## src/rtl/perm8_note_sequencer.sv

```systemverilog
// Purpose : plays a snapshot of the 8-element permutation as eight MIDI notes, then pulses nxt.
// Latency : LOAD->first byte offered 1 cycle; step = 3 bytes + TICKS_PER_STEP + 3 bytes, back to back.
// Backpr. : byte_valid/byte_out held until byte_ready; no byte dropped, duplicated or withdrawn.
//
// Ports:
//   CLK, RST_N        clock (rising edge), asynchronous active-low reset
//   enable            level; 1 runs the sequence, 0 stops once the current step has finished
//   op0..op7          permutation elements from the engine, sampled only in LOAD
//   nxt               one-cycle pulse asking the engine for the next permutation
//   byte_out/_valid   MIDI byte stream toward the sink; byte_ready accepts it
//   step_idx          position (0-7) currently playing
//   busy              high in every state except IDLE
module perm8_note_sequencer #(
  parameter int unsigned TICKS_PER_STEP = 6000,
  parameter logic [6:0]  BASE_NOTE      = 7'd60,
  parameter logic [6:0]  VELOCITY       = 7'd100,
  parameter logic [3:0]  CHANNEL        = 4'd0
) (
  input  logic       CLK,
  input  logic       RST_N,
  input  logic       enable,
  input  logic [2:0] op0,
  input  logic [2:0] op1,
  input  logic [2:0] op2,
  input  logic [2:0] op3,
  input  logic [2:0] op4,
  input  logic [2:0] op5,
  input  logic [2:0] op6,
  input  logic [2:0] op7,
  output logic       nxt,
  output logic [7:0] byte_out,
  output logic       byte_valid,
  input  logic       byte_ready,
  output logic [2:0] step_idx,
  output logic       busy
);

  // Tick counter runs 0..TICKS_PER_STEP-1 inside WAIT.
  localparam int TW = (TICKS_PER_STEP > 1) ? $clog2(TICKS_PER_STEP) : 1;
  localparam logic [TW-1:0] TICK_LAST = TW'(TICKS_PER_STEP - 1);

  localparam logic [7:0] STATUS_ON  = {4'h9, CHANNEL};
  localparam logic [7:0] STATUS_OFF = {4'h8, CHANNEL};

  localparam logic [3:0] S_IDLE    = 4'd0;
  localparam logic [3:0] S_LOAD    = 4'd1;
  localparam logic [3:0] S_ON0     = 4'd2;
  localparam logic [3:0] S_ON1     = 4'd3;
  localparam logic [3:0] S_ON2     = 4'd4;
  localparam logic [3:0] S_WAIT    = 4'd5;
  localparam logic [3:0] S_OFF0    = 4'd6;
  localparam logic [3:0] S_OFF1    = 4'd7;
  localparam logic [3:0] S_OFF2    = 4'd8;
  localparam logic [3:0] S_ADVANCE = 4'd9;

  logic [3:0]      state, state_d;
  logic [7:0][2:0] snap, snap_d;
  logic [TW-1:0]   tick, tick_d;
  logic [2:0]      step_d;
  logic [7:0]      byte_out_d;
  logic            byte_valid_d;
  logic            nxt_d;
  logic            xfer;
  logic [7:0]      cur_note;

  // Major-scale offset above BASE_NOTE, clamped to the 7-bit MIDI range.
  function automatic logic [7:0] note_of(input logic [2:0] v);
    logic [3:0] off;
    logic [7:0] sum;
    case (v)
      3'd0:    off = 4'd0;
      3'd1:    off = 4'd2;
      3'd2:    off = 4'd4;
      3'd3:    off = 4'd5;
      3'd4:    off = 4'd7;
      3'd5:    off = 4'd9;
      3'd6:    off = 4'd11;
      default: off = 4'd12;
    endcase
    sum = {1'b0, BASE_NOTE} + {4'd0, off};
    note_of = (sum > 8'd127) ? 8'd127 : sum;
  endfunction

  assign xfer     = byte_valid & byte_ready;
  assign cur_note = note_of(snap[step_idx]);
  assign busy     = (state != S_IDLE);

  // Output registers are loaded with the value belonging to the state being
  // entered, so byte_out/byte_valid are glitch-free and stable under stall.
  always_comb begin
    state_d      = state;
    snap_d       = snap;
    tick_d       = tick;
    step_d       = step_idx;
    byte_out_d   = byte_out;
    byte_valid_d = byte_valid;
    nxt_d        = 1'b0;
    case (state)
      S_IDLE: begin
        // No nxt here: the permutation already held by the engine plays first.
        if (enable) state_d = S_LOAD;
      end
      S_LOAD: begin
        snap_d       = {op7, op6, op5, op4, op3, op2, op1, op0};
        step_d       = 3'd0;
        state_d      = S_ON0;
        byte_valid_d = 1'b1;
        byte_out_d   = STATUS_ON;
      end
      S_ON0: begin
        if (xfer) begin
          state_d    = S_ON1;
          byte_out_d = cur_note;
        end
      end
      S_ON1: begin
        if (xfer) begin
          state_d    = S_ON2;
          byte_out_d = {1'b0, VELOCITY};
        end
      end
      S_ON2: begin
        if (xfer) begin
          state_d      = S_WAIT;
          byte_valid_d = 1'b0;
          tick_d       = '0;
        end
      end
      S_WAIT: begin
        if (tick == TICK_LAST) begin
          state_d      = S_OFF0;
          byte_valid_d = 1'b1;
          byte_out_d   = STATUS_OFF;
        end else begin
          tick_d = tick + TW'(1);
        end
      end
      S_OFF0: begin
        if (xfer) begin
          state_d    = S_OFF1;
          byte_out_d = cur_note;
        end
      end
      S_OFF1: begin
        if (xfer) begin
          state_d    = S_OFF2;
          byte_out_d = 8'h00;
        end
      end
      S_OFF2: begin
        // enable is only consulted here, so a note is never left hanging.
        if (xfer) begin
          if (!enable) begin
            state_d      = S_IDLE;
            byte_valid_d = 1'b0;
          end else if (step_idx != 3'd7) begin
            state_d      = S_ON0;
            step_d       = step_idx + 3'd1;
            byte_valid_d = 1'b1;
            byte_out_d   = STATUS_ON;
          end else begin
            state_d      = S_ADVANCE;
            byte_valid_d = 1'b0;
            nxt_d        = 1'b1;
          end
        end
      end
      S_ADVANCE: begin
        // Engine steps on this cycle's closing edge; LOAD samples it one edge later.
        state_d = S_LOAD;
      end
      default: begin
        state_d      = S_IDLE;
        byte_valid_d = 1'b0;
      end
    endcase
  end

  always_ff @(posedge CLK or negedge RST_N) begin
    if (!RST_N) begin
      state      <= S_IDLE;
      snap       <= '0;
      tick       <= '0;
      step_idx   <= 3'd0;
      byte_out   <= 8'h00;
      byte_valid <= 1'b0;
      nxt        <= 1'b0;
    end else begin
      state      <= state_d;
      snap       <= snap_d;
      tick       <= tick_d;
      step_idx   <= step_d;
      byte_out   <= byte_out_d;
      byte_valid <= byte_valid_d;
      nxt        <= nxt_d;
    end
  end

endmodule

```

## config.mk

```make
export PLATFORM = sky130hd
export DESIGN_NAME = perm8_note_sequencer
export DESIGN_NICKNAME = d
export VERILOG_FILES = /design/src/rtl/perm8_note_sequencer.sv
export SDC_FILE = /design/constraint.sdc
export NUM_CORES = 1
export LEC_CHECK = 0
export ABC_AREA = 1
export BUFFER_PORTS_ARGS = -buffer_cell sky130_fd_sc_hd__buf_2
export CORE_MARGIN = 3
export CORE_UTILIZATION = 38
export CTS_BUF_LIST = sky130_fd_sc_hd__clkbuf_2
export CTS_CLUSTER_DIAMETER = 40
export DETAILED_ROUTE_END_ITERATION = 10
export GPL_ROUTABILITY_DRIVEN = 1
export PLACE_DENSITY = 0.66
export SYNTH_ARGS = -nofsm -noshare
export SYNTH_HDL_FRONTEND = slang
export SYNTH_SLANG_ARGS = --single-unit
```

## constraint.sdc

```tcl
create_clock -name CLK -period 4.3 [get_ports CLK]
set_input_delay 0.215 -clock CLK [delete_from_list [all_inputs] [get_ports CLK]]
set_output_delay 0.215 -clock CLK [all_outputs]
set_load 0.01 [all_outputs]
```

==> metrics.yaml <==
grt_pass1_wl_um: 11900
gp_congestion: 0.805
boundaryPins: 42
slew_viol_final: 0
vias: 2751
syn_inst: 396
fin_nets: 493
rows: 31
fin_skew_ns: 0.0135
ir_drop_mv: 0.288
postCtsSetupRepairBufs: 0
hold_start: "enable"
run_status: "completed"
synth_top_area_share_pct: 45.6
grt_use_total_pct: 16.5
yosys.cell_types.count: 30
cp.required_ns: 4.65
setup_viol: 0
drtPass1Iterations: 4
tns_ns: 0
yosysWarnings: 0
arrival_ns: 2.69
p_leak_nw: 1.76
crit_type: "flop to flop"
hold_viol: 0
cts_sinks: 54
r2r-start: "step_idx[0]$_DFFE_PN0P_"
ys_top_cells_by_area: "dfrtp_1, nand2_1, o21ai_0, nand3_1, inv_1"
numCtsBuffers: 5
cts_max_path_buffers: 2
syn_avg_cell_area_um2: 7.49
dpl.hpwl_um: 4790
synth_seq_cells: 54
cap_viol_max_count: 0
wirelength_um: 6740
r2r_slack_ns: 1.96
synth_nets: 428
drtAntennaViolNets: 0
drt_iter0_drc: 121
yosys.area.top_type: "dfrtp_1"
antenna_cells: 0
clkTransAtPathRegs_ns: 0.25
die_area_um2: 8900
rsz0062_at_grt: "false"
synth-seq-area-share_pct: 45.6
core_um2: 7410
p_per_area_nw_per_um2: 650
synthToLayoutAreaGrowth_pct: 19.9
grt_pass1_vias: 2758
fin_crit_sh_pct: 54.4
antenna_found_initial: 0
insertion_delay_ns: 0.43
hold_class: "input port to flop"
vias_per_cell: 4.91
max-slew-margin-rel_pct: 24.3
netlist_area_um2: 2960
drive_gt1_share_pct: 13.9
gr-total-overflow: 0
start_kind: "flop"
cts_root_buf: "clkbuf_2"
worst_pin_slew_ns: 1.13
crit_start: "step_idx[0]$_DFFE_PN0P_"
crit_fanout: 15
post-route-drc-count: 0
fin_util_pct: 48.0
avgRoutedWirePerCell_um: 12.0
period_needed_ns: 2.34
cts_tree: "built"
filler_cell_count: 754
fmax_mhz: 428
start_util_pct: 40.0
numPortBuffers: 41
fp.dieW_um: 94.3
htree_num_levels: 2
dieHeight_um: 94.3
grt_max_degree: 55
end_kind: "flop"
==> stage by stage <==
step	hold WS (ns)	power (mW)	area, um^2	std cells	setup slack, ns
4_1_cts	0.0711	2.33	3550	560	1.97
3_5_place_dp	0.390	2.06	3250	528	2.06
3_3_place_gp	0.394	2.02	3250	528	2.16
5_1_grt	0.0333	2.56	3550	560	1.68
6_report	0.105	2.31	3550	560	1.96
2_1_floorplan	-0.0806	1.78	2960	396	2.43
==> kinds of logic (layout without fill, tap and decap cells) <==
logic type               count (synthesis)  in the layout  share of synthesized area, %
XOR/XNOR                                 5              5                          1.48
adder cells (fa/ha/maj)                  4              4                          1.69
flip-flops                              54             54                          45.6
AND/OR/NAND/NOR                        198            198                          29.4
AO/OA/AOI/OAI                           69             69                          12.8
buffers and inverters                   66            131                          9.08
==> timing repair <==
action                    in CTS  in global routing
hold buffers                  25                  0
gates resized for setup        0                  0
hold endpoints to repair      78                  0
==> cells in the final DEF, fill, tap and decap left out, types with 4 or more instances in the layout <==
master,Yosys,final
clkbuf_2,0,5
dlygate4sd3_1,0,25
nand3_1,40,40
dfrtp_1,54,54
ha_1,4,4
o31ai_1,7,7
inv_1,51,51
nor2_1,17,17
nand4_1,5,5
o21ai_0,45,45
o21ai_1,6,6
a21oi_1,6,6
nor3_1,6,6
xor2_1,5,5
buf_2,5,41
inv_2,6,6
nand2_1,119,119
==> sequential cells by signal, indices dropped and copies added, names as in the netlist <==
| register | count |
|---|---|
| state | 4 |
| byte_valid | 1 |
| tick | 13 |
| byte_out | 8 |
| step_idx | 3 |
| snap | 24 |
| nxt | 1 |
==> worst paths after layout <==
kind	end	cells past startpoint
max	byte_out[3]$_DFFE_PN0P_	10
max in group asynchronous	tick[0]$_DFFE_PN0P_	3
min reg2reg	byte_out[0]$_DFFE_PN0P_	2
min	nxt$_DFF_PN0_	3
max reg2reg	byte_out[3]$_DFFE_PN0P_	10
min in group asynchronous	snap[16]$_DFFE_PN0N_	3
==> critical path: stages (launching register included) <==
cell and delay (ns):
dfrtp_1 0.67, inv_1 0.31, nand2_1 0.15, nand3_1 0.11, nand2_1 0.09, nand2_1 0.05, nand2_1 0.12, nand2_1 0.11
a31oi_1 0.15, ha_1 0.25, o31ai_1 0.25
==> power by group <==
| group | total (mW) | internal [mW] | switching, mW | leakage [nW] |
|---|---|---|---|---|
| combinational | 1.21 | 0.416 | 0.796 | 1.03 |
| clock | 0.244 | 0.0934 | 0.151 | 0.0365 |
| sequential | 0.855 | 0.717 | 0.139 | 0.693 |
| total | 2.31 | 1.23 | 1.08 | 1.76 |
==> synthesized netlist by cell type <==
| cell type | instances |
|---|---|
| nand2_1 | 119 |
| dfrtp_1 | 54 |
| inv_1 | 51 |
| o21ai_0 | 45 |
| nand3_1 | 40 |
| nor2_1 | 17 |
| o31ai_1 | 7 |
| a21oi_1 | 6 |
| inv_2 | 6 |
| nor3_1 | 6 |
| o21ai_1 | 6 |
| buf_2 | 5 |
| nand4_1 | 5 |
| xor2_1 | 5 |
| ha_1 | 4 |
| buf_6 | 2 |
| clkbuf_1 | 2 |
| nand2_2 | 2 |
| nor2_4 | 2 |
| nor4_1 | 2 |
| a21oi_2 | 1 |
| a31oi_1 | 1 |
| nand2_4 | 1 |
| nand3b_1 | 1 |
| nand3b_4 | 1 |
| nor2_2 | 1 |
| o211ai_1 | 1 |
| o22ai_1 | 1 |
| o31ai_2 | 1 |
| or2_2 | 1 |
==> metal layers <==
layer  wire (um)  global-route usage (%)  vias up  part of all wire (%)
met5           0                       0        -                     0
met4          93                    5.29        0                   1.4
met3         223                    2.64        8                   3.3
met1        3230                    21.6     1275                    48
li1            -                       -     1408                     -
met2        3190                    28.0       60                    47
==> final cells by class <==
cell class / instances / area, um^2 / area share [%]
sequential: 54 / 1350 / 38.0
multi-input combinational: 276 / 1340 / 37.8
timing repair buffer: 67 / 463 / 13.0
inverter: 57 / 214 / 6.02
tap: 99 / 124 / 3.48
clock inverter: 2 / 33.8 / 0.950
clock buffer: 5 / 25.0 / 0.704
Power figures use the tool's default switching activity.
